### src/rtl/reduce_gate_pipe.sv
// WIDTH-input reduction gate (FUNC: or/nor/and/nand/xor/xnor) behind a LATENCY-stage valid/ready pipeline.
// Latency LATENCY cycles with no bubbles; a stalled sink freezes every stage and x_ready follows y_ready combinationally.
// Optional saturating ones counter when REDUCE_GATE_CNT_EN is defined.
module reduce_gate_pipe #(
  parameter int    WIDTH   = 8,
  parameter string FUNC    = "or",
  parameter int    LATENCY = 2,
  parameter int    CNT_W   = 16
) (
  input  logic             clk,
  input  logic             rst_n,
  input  logic             x_valid,
  output logic             x_ready,
  input  logic [WIDTH-1:0] x,
  output logic             y_valid,
  input  logic             y_ready,
  output logic             y
`ifdef REDUCE_GATE_CNT_EN
  ,
  input  logic             clr_cnt,
  output logic [CNT_W-1:0] ones_cnt
`endif
);

  localparam int FSEL = (FUNC == "or")   ? 0 :
                        (FUNC == "nor")  ? 1 :
                        (FUNC == "and")  ? 2 :
                        (FUNC == "nand") ? 3 :
                        (FUNC == "xor")  ? 4 :
                        (FUNC == "xnor") ? 5 : -1;

  localparam bit LEGAL = (FSEL >= 0) && (WIDTH >= 2) && (WIDTH <= 32) &&
                         (LATENCY >= 1) && (LATENCY <= 4) && (CNT_W >= 1);

  // Keep the stage vector sized sanely even when LATENCY is out of range.
  localparam int LS = (LATENCY < 1) ? 1 : LATENCY;

  if (!LEGAL) begin : g_bad_params
    $error("reduce_gate_pipe: illegal FUNC/WIDTH/LATENCY/CNT_W");
  end

  logic          red;
  logic [LS-1:0] v_q, v_d;
  logic [LS-1:0] d_q, d_d;
  logic [LS-1:0] adv;
  logic          adv_acc;

  always_comb begin
    red = 1'b0;
    case (FSEL)
      0:       red = |x;
      1:       red = ~|x;
      2:       red = &x;
      3:       red = ~&x;
      4:       red = ^x;
      5:       red = ~^x;
      default: red = 1'b0;
    endcase
  end

  // A stage may move when it is empty or anything downstream of it moves.
  always_comb begin
    adv     = '0;
    adv_acc = y_ready;
    for (int i = LS - 1; i >= 0; i--) begin
      adv_acc = adv_acc | ~v_q[i];
      adv[i]  = adv_acc;
    end
  end

  always_comb begin
    v_d = v_q;
    d_d = d_q;
    if (adv[0]) begin
      v_d[0] = x_valid;
      if (x_valid) begin
        d_d[0] = red;
      end
    end
    for (int i = 1; i < LS; i++) begin
      if (adv[i]) begin
        v_d[i] = v_q[i-1];
        if (v_q[i-1]) begin
          d_d[i] = d_q[i-1];
        end
      end
    end
  end

  always_ff @(posedge clk or negedge rst_n) begin
    if (!rst_n) begin
      v_q <= '0;
      d_q <= '0;
    end else begin
      v_q <= v_d;
      d_q <= d_d;
    end
  end

  assign x_ready = adv[0];
  assign y_valid = v_q[LS-1];
  assign y       = LEGAL ? d_q[LS-1] : 1'b0;

`ifdef REDUCE_GATE_CNT_EN
  logic [CNT_W-1:0] cnt_q, cnt_d;

  always_comb begin
    cnt_d = cnt_q;
    if (clr_cnt) begin
      cnt_d = '0;
    end else if (y_valid && y_ready && y && (cnt_q != {CNT_W{1'b1}})) begin
      cnt_d = cnt_q + 1'b1;
    end
  end

  always_ff @(posedge clk or negedge rst_n) begin
    if (!rst_n) begin
      cnt_q <= '0;
    end else begin
      cnt_q <= cnt_d;
    end
  end

  assign ones_cnt = cnt_q;
`endif

endmodule

### config.mk
export PLATFORM = sky130hd
export DESIGN_NAME = reduce_gate_pipe
export DESIGN_NICKNAME = d
export VERILOG_FILES = /design/src/rtl/reduce_gate_pipe.sv
export SDC_FILE = /design/constraint.sdc
export NUM_CORES = 1
export LEC_CHECK = 0
export CORE_AREA = 2 2 39 41
export CTS_CLUSTER_SIZE = 40
export DETAILED_ROUTE_END_ITERATION = 8
export DIE_AREA = 0 0 41 43
export GPL_TIMING_DRIVEN = 0
export MAX_ROUTING_LAYER = met4
export PLACE_DENSITY_LB_ADDON = 0.12
export SLEW_MARGIN = 20
export SYNTH_ARGS = -nofsm -noshare
export SYNTH_HDL_FRONTEND = slang
export SYNTH_SLANG_ARGS = --single-unit
### constraint.sdc
create_clock -name clk -period 1.05 [get_ports clk]
set_input_delay 0.1575 -clock clk [delete_from_list [all_inputs] [get_ports clk]]
set_output_delay 0.1575 -clock clk [all_outputs]
set_load 0.02 [all_outputs]
==> PnR_summary.wiki, run 1 <==
{| class="wikitable"
! Metric !! Value
|-
| Clock tree root driver cell || sky130_fd_sc_hd__clkbuf_4
|-
| Clk Latency, worst-skew pair || 230 ps
|-
| Cell area power density || 1260 mW/mm2
|-
| Hold Crit Class || input pin to async pin
|-
| Shortest period the worst path allows || 1070 ps
|-
| Clock Pin Slew Worst Setup and Hold Paths || 40 ps
|-
| Worst stage delay on the critical path || 400 ps
|-
| Buffer depth of the longest clock path || 2
|-
| First-pass GRT wire length || 772 um
|-
| Total iterations of the first detailed-routing run || 2
|-
| CP max-delay cell || sky130_fd_sc_hd__dfrtp_2
|-
| Share of power burned in registers || 0.364
|-
| Library cell occupying the most area in the post-synthesis netlist || sky130_fd_sc_hd__dfrtp_1
|-
| Final number of hold-violating endpoints || 0
|-
| Remaining antenna violation count after routing || 0
|-
| Last weighted congestion value of the routability-driven placer || 0.577
|-
| Total half-perimeter wirelength after legalization and detailed placement || 377 um
|-
| Leading register cell type out of synthesis || sky130_fd_sc_hd__dfrtp_1
|-
| Routed len/inst || 9.12 um
|-
| Fin nets || 46
|-
| Number of cell rows || 14
|-
| Setup-violating endpoint count in the final report || 1
|-
| Slew at the pin closest to its max-slew limit || 238 ps
|-
| Synth Cell Area || 173 um2
|-
| EDFF count, synth || 0
|-
| Most frequent cell after synthesis || sky130_fd_sc_hd__dfrtp_1
|-
| Die area || 0.00176 mm2
|-
| TritonCTS clock tree || done
|-
| # diodes || 0
|-
| Worst endpoint data arrival time || 910 ps
|-
| Total clock buffers created by CTS || 3
|-
| Setup repair after global routing missed its margin || true
|-
| Floorplan die width || 41 um
|-
| Int Power || 0.359 mW
|-
| Post-synth cell types || 9
|-
| Sort of element at the end of the critical path || primary output
|-
| Starting Density || 0.125
|-
| Maximum number of pins on one net before global-route repair || 5
|-
| Final non-filler cell total || 49
|-
| Most used standard cells in the synthesized netlist || 4 x sky130_fd_sc_hd__dfrtp_1, 2 x sky130_fd_sc_hd__nand2b_1, 2 x sky130_fd_sc_hd__nor4_1
|-
| Critical path startpoint category || flop
|-
| Number of synthesized register bits || 4
|-
| Violations in the final reports || setup timing
|-
| Number of vias in the routed layout || 182
|-
| Number of H-tree levels || 1
|-
| Pins over their slew limit || 0
|-
| Utilization of the core after routing || 0.263
|-
| Clock power frac || 0.455
|-
| Required time at the endpoint of the critical path || 890 ps
|-
| Post-detailed-routing wire length || 447 um
|-
| Total of max-cap violations || 0
|-
| Fraction of power spent switching nets || 0.215
|-
| Largest fanout on the critical path || 3
|-
| Synth async-reset ratio || 1.00
|-
| Synthesis-to-finish area growth || 111%
|-
| Leak Pwr || 0.143 nW
|-
| Run status || finished, violations left
|-
| Worst clock skew || 3.12 ps
|-
| Port buffer count || 14
|-
| Fraction of final layout cells with drive strength greater than 1 || 0.273
|-
| DRC marker count from the first detailed-route iteration || 1
|-
| Share of power burned in combinational logic || 0.181
|-
| Net switching power || 0.0983 mW
|-
| Clock sinks || 4
|-
| Vias per std cell || 3.71
|-
| Critical setup path kind || flop to primary output
|-
| Remaining design rule violation count || 0
|-
| Critical Path, Cell by Cell || nand3b_1 > buf_6
|-
| Peak supply drop || 0.311 mV
|-
| Synthesized netlist net count || 26
|-
| Gate Count Post-Synth || 14
|-
| Avg Inst Size Synth || 12.3 um2
|-
| Number of warnings reported in the yosys synthesis log || 0
|-
| Die Ht || 43 um
|-
| Maximum clock rate || 937 MHz
|-
| Core region area || 0.00138 mm2
|-
| Boundary Pins || 15
|-
| Fin worst setup slack || -17.2 ps
|-
| # placed instances || 44
|-
| Max-slew headroom at the worst pin || 0.840
|-
| Sequential area share after synthesis || 0.580
|-
| Initial antenna violation count || 0
|-
| Hold Buf Count CTS || 0
|-
| Post-placement worst setup slack || -539 ps
|-
| Global-route total usage across every layer || 0.0742
|-
| Grt total ovfl || 0
|-
| Cell types with the largest area share after synthesis || sky130_fd_sc_hd__dfrtp_1 58%, sky130_fd_sc_hd__mux2_4 8.7%, sky130_fd_sc_hd__nand2b_1 7.2%
|-
| Share of the clock period used by the worst path after layout || 1.02
|-
| Share of the synthesized area in the top cell type || 0.580
|-
| Vias in the first global route || 202
|}
==> repair_timing <==
action / CTS / global route
resized for setup: 14 / 0
pin swaps: 0 / 0
setup buffers: 1 / 0
endpoints found under the setup margin: 3 / 2
==> per-stage QoR <==
stage          total power [mW]  hold slack (ps)  area, um2  setup TNS (ps)
2_1_floorplan             0.191             -138        174           -7.12
3_5_place_dp              0.251              382        334            -948
6_report                  0.457              133        364           -17.2
5_1_grt                   0.491              136        364            -145
4_1_cts                   0.471              126        364           -39.4
3_3_place_gp              0.251              382        334            -991
==> routing by layer <==
layer | track usage | share of wire
met2 | 0.0875 | 0.41
met1 | 0.0809 | 0.40
met5 | - | 0
met4 | 0.0800 | 0.016
met3 | 0.0366 | 0.17
==> worst max-delay path: cells and delay by family (launching register included) <==
family	cells	cell delay (ps)
buffers and inverters	1	140
flip-flops	1	400
AND/OR/NAND/NOR	1	140
==> final timing paths <==
path / from / to / slack [ps] / cells after the start
max: v_q[1] / x_ready / -20 / 2
min: rst_n / v_q[0] / 130 / 1
max reg2reg: v_q[1] / d_q[1] / 70 / 3
min reg2reg: v_q[0] / v_q[1] / 480 / 1
max in group asynchronous: rst_n / v_q[1] / 730 / 1
min in group clk: y_ready / v_q[1] / 480 / 3
==> cell families (layout without fill, tap and decap cells) <==
logic type,count (synthesis),in the layout,share of synthesized area
flops,4,4,0.580
compound gates,2,2,0.0797
buf+inv,0,19,0
mux,1,1,0.0869
simple gates,7,7,0.254
==> flip-flops by register name, summed over array words and instances (netlist names) <==
signal	flops
d_q	2
v_q	2
==> area by class of cell <==
class                      count  area [um2]
clock buffer                   4        26.3
fill                         157        1020
tap                           16        20.0
sequential                     4         101
timing repair buffer          15         144
multi-input combinational     10        72.6
==> power by group through the flow <==
stage / combinational (mW) / clock (mW) / sequential, mW
detailed placement: 0.0829 / 0 / 0.168
CTS: 0.0845 / 0.220 / 0.166
finish: 0.0829 / 0.208 / 0.166
floorplan: 0.0193 / 0 / 0.172
global placement: 0.0829 / 0 / 0.168
global route: 0.0913 / 0.233 / 0.167
==> layout by cell type (no fill, tap or decap), drive strengths merged <==
| cell | Yosys | routed |
|---|---|---|
| clkdlybuf4s15 | 0 | 1 |
| nand2 | 1 | 1 |
| buf | 0 | 3 |
| a41oi | 1 | 1 |
| nor4 | 2 | 2 |
| clkdlybuf4s50 | 0 | 10 |
| nand3b | 1 | 1 |
| a21oi | 1 | 1 |
| dfrtp | 4 | 4 |
| nand2b | 2 | 2 |
| dlygate4sd2 | 0 | 1 |
| or2b | 1 | 1 |
| clkbuf | 0 | 4 |
| mux2 | 1 | 1 |
Note: power is estimated with default switching activity, not from simulation.
==> run 2: changes to the inputs <==
Settings changed: GPL_TIMING_DRIVEN 0 to unset, SLEW_MARGIN 20 to unset.
==> PnR_summary.wiki, run 2 (synthesized netlist as in run 1, its figures left out) <==
{| class="wikitable"
! Metric !! Value
|-
| Run status || finished, violations left
|-
| Violations in the final reports || setup timing
|-
| Last weighted congestion value of the routability-driven placer || 0.608 (+5.4%)
|-
| Global-route total usage across every layer || 0.0804 (+0.00619)
|-
| Number of inserted filler cells in the final layout || 162 (+3.2%)
|-
| Crit path buffers/inverters || 1 (unchanged)
|-
| Total half-perimeter wirelength after legalization and detailed placement || 409 um (+8.5%)
|-
| Clock power frac || 0.428 (-0.027)
|-
| Required time at the endpoint of the critical path || 890 ps (about the same)
|-
| Kind of cell adding the most delay to the critical path || flip-flops
|-
| Worst-case reg-to-reg path depth || 4 (+1)
|-
| Boundary Pins || 15 (unchanged)
|-
| Largest fanout on the critical path || 2 (-1)
|-
| Total iterations of the first detailed-routing run || 1 (-1)
|-
| Worst stage delay on the critical path || 400 ps (about the same)
|-
| Total clock buffers created by CTS || 3 (unchanged)
|-
| Die area || 0.00176 mm2 (unchanged)
|-
| Post-placement worst setup slack || -477 ps (+61.6 ps)
|-
| Share of power burned in registers || 0.340 (-0.024)
|-
| Number of cell rows || 14 (unchanged)
|-
| Number of H-tree levels || 1 (unchanged)
|-
| Critical setup path kind || flop to primary output
|-
| Buffer depth of the longest clock path || 2 (unchanged)
|-
| Int Power || 0.380 mW (+5.9%)
|-
| Pins over their slew limit || 0 (unchanged)
|-
| Area after detailed placement || 364 um2 (+9.0%)
|-
| Worst clock skew || 2.96 ps (-0.163 ps)
|-
| DRC marker count from the first detailed-route iteration || 0 (-1)
|-
| Sort of element at the end of the critical path || primary output
|-
| Peak supply drop || 0.343 mV (+10%)
|-
| Maximum clock rate || 944 MHz (+0.79%)
|-
| Starting Density || 0.125 (unchanged)
|-
| Fraction of power spent switching nets || 0.218 (+0.00320)
|-
| Vias per std cell || 3.79 (+2.1%)
|-
| Cell area power density || 1180 mW/mm2 (-5.9%)
|-
| Max-slew headroom at the worst pin || 0.830 (-0.0103)
|-
| Fin worst setup slack || -8.87 ps (+8.33 ps)
|-
| Share of the clock period used by the worst path after layout || 1.01 (-0.00793)
|-
| Initial antenna violation count || 0 (unchanged)
|-
| Area taken by multi-input logic gates || 82.6 um2 (+14%)
|-
| Fin nets || 50 (+8.7%)
|-
| Most frequent cells in the layout || 10 x sky130_fd_sc_hd__clkdlybuf4s50_1, 4 x sky130_fd_sc_hd__buf_6, 3 x sky130_fd_sc_hd__clkbuf_4, 3 x sky130_fd_sc_hd__dfrtp_1, 3 x sky130_fd_sc_hd__buf_4
|-
| Fraction of final layout cells with drive strength greater than 1 || 0.405 (+0.133)
|-
| Die Ht || 43 um (unchanged)
|-
| Endpoint of the lowest-slack register-to-register path || d_q[1]
|-
| Post-detailed-routing wire length || 501 um (+12%)
|-
| Total of max-cap violations || 0 (unchanged)
|-
| CP max-delay cell || sky130_fd_sc_hd__dfrtp_2
|-
| Slew at the pin closest to its max-slew limit || 253 ps (+15.3 ps)
|-
| Clock Pin Slew Worst Setup and Hold Paths || 40 ps (about the same)
|-
| Core region area || 0.00138 mm2 (unchanged)
|-
| Clk Latency, worst-skew pair || 230 ps (about the same)
|-
| TritonCTS clock tree || done
|-
| Smallest hold slack || 137 ps (+3.94 ps)
|-
| Shortest period the worst path allows || 1060 ps (-8.33 ps)
|-
| Setup-violating endpoint count in the final report || 1 (unchanged)
|-
| Synthesis-to-finish area growth || 138%
|-
| Final number of hold-violating endpoints || 0 (unchanged)
|-
| Critical Path, Cell by Cell || nand3b_1 > buf_6
|-
| Hold Buf Count CTS || 0 (unchanged)
|-
| Clock sinks || 4 (unchanged)
|-
| Vias in the first global route || 236 (+17%)
|-
| Area used by sequential logic in the layout || 101 um2 (unchanged)
|-
| Net switching power || 0.106 mW (+7.9%)
|-
| Grt total ovfl || 0 (unchanged)
|-
| Setup repair after global routing missed its margin || true
|-
| Utilization of the core after routing || 0.297 (+0.0344)
|-
| Routed len/inst || 9.45 um (+3.6%)
|-
| Port buffer count || 14 (unchanged)
|-
| Clock tree root driver cell || sky130_fd_sc_hd__clkbuf_4
|-
| Share of power burned in combinational logic || 0.232 (+0.051)
|-
| Floorplan die width || 41 um (unchanged)
|-
| First-pass GRT wire length || 869 um (+13%)
|-
| Post-route cell area || 412 um2 (+13%)
|-
| Leak Pwr || 0.171 nW (+19%)
|-
| Hold Crit Class || input pin to async pin
|-
| Internal reg-to-reg setup slack || 0 ps (-70 ps)
|-
| Most common cell after layout, fill and taps aside || sky130_fd_sc_hd__clkdlybuf4s50_1
|-
| Remaining design rule violation count || 0 (unchanged)
|-
| Startpoint of the worst register-to-register path || v_q[1]
|-
| Registers with the most flip-flops || d_q (2), v_q (2)
|-
| Critical path startpoint category || flop
|-
| Number of vias in the routed layout || 201 (+10%)
|-
| Maximum number of pins on one net before global-route repair || 5 (unchanged)
|-
| # diodes || 0 (unchanged)
|-
| Worst endpoint data arrival time || 900 ps (about the same)
|-
| Remaining antenna violation count after routing || 0 (unchanged)
|}
[run 2: cell types whose count changed in the layout (fill, tap and decap cells not counted)]
cell | previous run | this run
sky130_fd_sc_hd__buf_4 | 1 | 3
sky130_fd_sc_hd__nand2b_1 | 2 | 1
sky130_fd_sc_hd__clkdlybuf4s15_2 | 1 | 0
sky130_fd_sc_hd__nand2_1 | 1 | 0
sky130_fd_sc_hd__buf_6 | 1 | 4
sky130_fd_sc_hd__nand2_2 | 0 | 1
sky130_fd_sc_hd__nand2b_4 | 0 | 1
sky130_fd_sc_hd__buf_2 | 1 | 0
sky130_fd_sc_hd__clkbuf_2 | 0 | 1
[run 2: per-stage QoR]
step / setup TNS (ps) / total power, mW / std cells
floorplan: -7.12 / 0.191 / 14
global placement: -1090 / 0.263 / 48
detailed placement: -1080 / 0.265 / 48
CTS: -25.6 / 0.497 / 53
global route: -148 / 0.516 / 53
finish: -8.87 / 0.486 / 53
[run 2: final cells by class]
| type | count | share of cell area |
|---|---|---|
| Clock buffer | 4 | 0.0638 |
| Tap cell | 16 | 0.0486 |
| Sequential cell | 4 | 0.246 |
| Multi-Input combinational cell | 10 | 0.201 |
| Timing Repair Buffer | 19 | 0.441 |
[run 2: worst max path at each step]
stage | start | end | slack, ps | cells after the start
finish | v_q[1] | x_ready | -9 | 2
CTS | v_q[1] | x_ready | -30 | 2
global placement | y_ready | x_ready | -490 | 3
global route | v_q[1] | x_ready | -60 | 2
detailed placement | y_ready | x_ready | -480 | 3
floorplan | v_q[1] | d_q[0] | -7 | 3
[run 2: power by group through the flow]
| stage | clock [mW] | sequential [mW] | combinational (mW) |
|---|---|---|---|
| 6_report | 0.208 | 0.166 | 0.113 |
| 5_1_grt | 0.227 | 0.166 | 0.123 |
| 4_1_cts | 0.220 | 0.166 | 0.112 |
| 3_5_place_dp | 0 | 0.167 | 0.0980 |
| 3_3_place_gp | 0 | 0.167 | 0.0968 |
| 2_1_floorplan | 0 | 0.172 | 0.0193 |
[run 2: what timing repair did]
item,CTS,global route
buffers inserted,1,0
endpoints found under the setup margin,4,6
pin swaps,2,1
cloned,0,0
gates resized for setup,18,2
[run 2: worst register-to-register path: cells and delay by family (launching register included)]
family	cells	cell delay [ps]
mux	1	290
buf+inv	1	120
simple gates	2	120
flops	1	400
[run 2: routing by layer]
metal | global-route usage | share of wire
met2 | 0.0969 | 0.44
met4 | 0.0800 | 0.014
met5 | - | 0
met3 | 0.0314 | 0.12
met1 | 0.0939 | 0.43
==> run 3: changes to the inputs <==
Settings changed: CTS_CLUSTER_DIAMETER set to 30, TNS_END_PERCENT set to 30.
==> PnR_summary.wiki, run 3 (synthesized netlist as in run 1, its figures left out) <==
{| class="wikitable"
! Metric !! Value
|-
| Run status || finished, violations left
|-
| Violations in the final reports || setup timing
|-
| Cell area power density || 1180 mW/mm2 (-0.12%)
|-
| Remaining antenna violation count after routing || 0 (unchanged)
|-
| Worst stage delay on the critical path || 400 ps (about the same)
|-
| Worst-case reg-to-reg path depth || 4 (unchanged)
|-
| Final number of hold-violating endpoints || 0 (unchanged)
|-
| Pins over their slew limit || 0 (unchanged)
|-
| Share of power burned in combinational logic || 0.229 (-0.003)
|-
| Setup-violating endpoint count in the final report || 1 (unchanged)
|-
| Startpoint of the worst register-to-register path || v_q[1]
|-
| Required time at the endpoint of the critical path || 890 ps (about the same)
|-
| Worst clock skew || 4.95 ps (+1.99 ps)
|-
| Int Power || 0.378 mW (-0.51%)
|-
| Routed len/inst || 9.21 um (-2.6%)
|-
| Die Ht || 43 um (unchanged)
|-
| Boundary Pins || 15 (unchanged)
|-
| # diodes || 0 (unchanged)
|-
| First-pass GRT wire length || 848 um (-2.4%)
|-
| Share of the clock period used by the worst path after layout || 1.01 (+0.00244)
|-
| Floorplan die width || 41 um (unchanged)
|-
| Vias per std cell || 3.89 (+2.5%)
|-
| Clk Latency, worst-skew pair || 230 ps (about the same)
|-
| Shortest period the worst path allows || 1060 ps (+2.56 ps)
|-
| Starting Density || 0.125 (unchanged)
|-
| Last weighted congestion value of the routability-driven placer || 0.608 (unchanged)
|-
| Net switching power || 0.103 mW (-2.9%)
|-
| Critical setup path kind || flop to primary output
|-
| Crit path buffers/inverters || 1 (unchanged)
|-
| Critical path startpoint category || flop
|-
| Core region area || 0.00138 mm2 (unchanged)
|-
| Kind of cell adding the most delay to the critical path || flip-flops
|-
| Internal reg-to-reg setup slack || 10 ps (about the same)
|-
| Initial antenna violation count || 0 (unchanged)
|-
| Leak Pwr || 0.169 nW (-0.81%)
|-
| Total of max-cap violations || 0 (unchanged)
|-
| Setup repair after global routing missed its margin || true
|-
| Fin nets || 50 (unchanged)
|-
| Fraction of final layout cells with drive strength greater than 1 || 0.405 (unchanged)
|-
| Clock tree root driver cell || sky130_fd_sc_hd__clkbuf_4
|-
| Post-route cell area || 408 um2 (-0.91%)
|-
| Remaining design rule violation count || 0 (unchanged)
|-
| Number of H-tree levels || 1 (unchanged)
|-
| Buffer depth of the longest clock path || 2 (unchanged)
|-
| Maximum clock rate || 942 MHz (-0.24%)
|-
| Hold Crit Class || input pin to async pin
|-
| Endpoint of the lowest-slack register-to-register path || d_q[1]
|-
| Share of power burned in registers || 0.344 (+0.004)
|-
| Critical Path, Cell by Cell || nand3b_1 > buf_6
|-
| DRC marker count from the first detailed-route iteration || 1 (+1)
|-
| Maximum number of pins on one net before global-route repair || 5 (unchanged)
|-
| Total Negative Setup Slacks || -11.4 ps (-2.56 ps)
|-
| Number of vias in the routed layout || 206 (+2.5%)
|-
| Number of cell rows || 14 (unchanged)
|-
| Clock Pin Slew Worst Setup and Hold Paths || 40 ps (about the same)
|-
| Post-detailed-routing wire length || 488 um (-2.6%)
|-
| Clock power frac || 0.427 (about the same)
|-
| TritonCTS clock tree || done
|-
| Most common cell after layout, fill and taps aside || sky130_fd_sc_hd__clkdlybuf4s50_1
|-
| Peak supply drop || 0.342 mV (-0.26%)
|-
| Total half-perimeter wirelength after legalization and detailed placement || 409 um (unchanged)
|-
| Slew at the pin closest to its max-slew limit || 253 ps (unchanged)
|-
| Die area || 0.00176 mm2 (unchanged)
|-
| Area after detailed placement || 364 um2 (unchanged)
|-
| Registers with the most flip-flops || d_q (2), v_q (2)
|-
| Total iterations of the first detailed-routing run || 4 (+3)
|-
| Global-route total usage across every layer || 0.0784 (-0.00206)
|-
| Synthesis-to-finish area growth || 136%
|-
| Sort of element at the end of the critical path || primary output
|-
| Grt total ovfl || 0 (unchanged)
|-
| CP max-delay cell || sky130_fd_sc_hd__dfrtp_2
|-
| Most frequent cells in the layout || 10 x sky130_fd_sc_hd__clkdlybuf4s50_1, 4 x sky130_fd_sc_hd__buf_4, 3 x sky130_fd_sc_hd__clkbuf_4, 3 x sky130_fd_sc_hd__dfrtp_1, 3 x sky130_fd_sc_hd__buf_6
|-
| Hold Buf Count CTS || 0 (unchanged)
|-
| Worst endpoint data arrival time || 900 ps (about the same)
|-
| Clock sinks || 4 (unchanged)
|-
| Max-slew headroom at the worst pin || 0.830 (unchanged)
|-
| Fin worst setup slack || -11.4 ps (-2.56 ps)
|-
| Fraction of power spent switching nets || 0.214 (-0.00414)
|-
| Largest fanout on the critical path || 2 (unchanged)
|-
| Total chip power || 0.481 mW (-1.0%)
|-
| Number of inserted filler cells in the final layout || 163 (+0.62%)
|-
| Total clock buffers created by CTS || 3 (unchanged)
|-
| Port buffer count || 14 (unchanged)
|-
| Vias in the first global route || 228 (-3.4%)
|}
run 3: changes by cell type in the layout (fill, tap and decap cells not counted):
cell / delta
sky130_fd_sc_hd__buf_4: +1
sky130_fd_sc_hd__buf_6: -1
run 3: what timing repair did:
action | 4_1_cts | 5_1_grt
setup buffers | 1 | 0
endpoints found under the setup margin | 4 | 5
pin swaps | 2 | 1
resized for setup | 17 | 2
run 3: final cells by class:
cell class                 instances  area [um2]  share of cell area
multi-input combinational         10        82.6               0.202
sequential                         4         101               0.248
clock buffer                       4        26.3              0.0644
tap                               16        20.0              0.0491
timing repair buffer              19         178               0.436
run 3: layer usage:
metal	up-vias	global-route usage	wire length, um
li1	98	-	-
met1	89	0.0939	199
met2	17	0.0906	209
met3	2	0.0314	72
met4	0	0.0800	7
met5	-	-	0
run 3: worst max-delay path by stage:
stage,cells past startpoint,to,start
after floorplan,3,d_q[0],v_q[1]
after global placement,3,x_ready,y_ready
after detailed placement,3,x_ready,y_ready
after CTS,2,x_ready,v_q[1]
after global routing,2,x_ready,v_q[1]
final,2,x_ready,v_q[1]
run 3: metrics by stage:
| step | cells | util | hold slack [ps] | worst slack, ps |
|---|---|---|---|---|
| finish | 53 | 0.295 | 138 | -11.4 |
| global route | 53 | 0.295 | 145 | -60.2 |
| CTS | 53 | 0.297 | 132 | -25.6 |
| detailed placement | 48 | 0.263 | 387 | -477 |
| global placement | 48 | 0.263 | 382 | -491 |
| floorplan | 14 | - | -138 | -7.12 |
run 3: power groups by stage:
stage / Sequential, mW / Clock, mW / Combinational, mW
after floorplan: 0.172 / 0 / 0.0193
after global placement: 0.167 / 0 / 0.0968
after detailed placement: 0.167 / 0 / 0.0980
after CTS: 0.166 / 0.220 / 0.110
after global routing: 0.166 / 0.227 / 0.120
final: 0.166 / 0.205 / 0.110
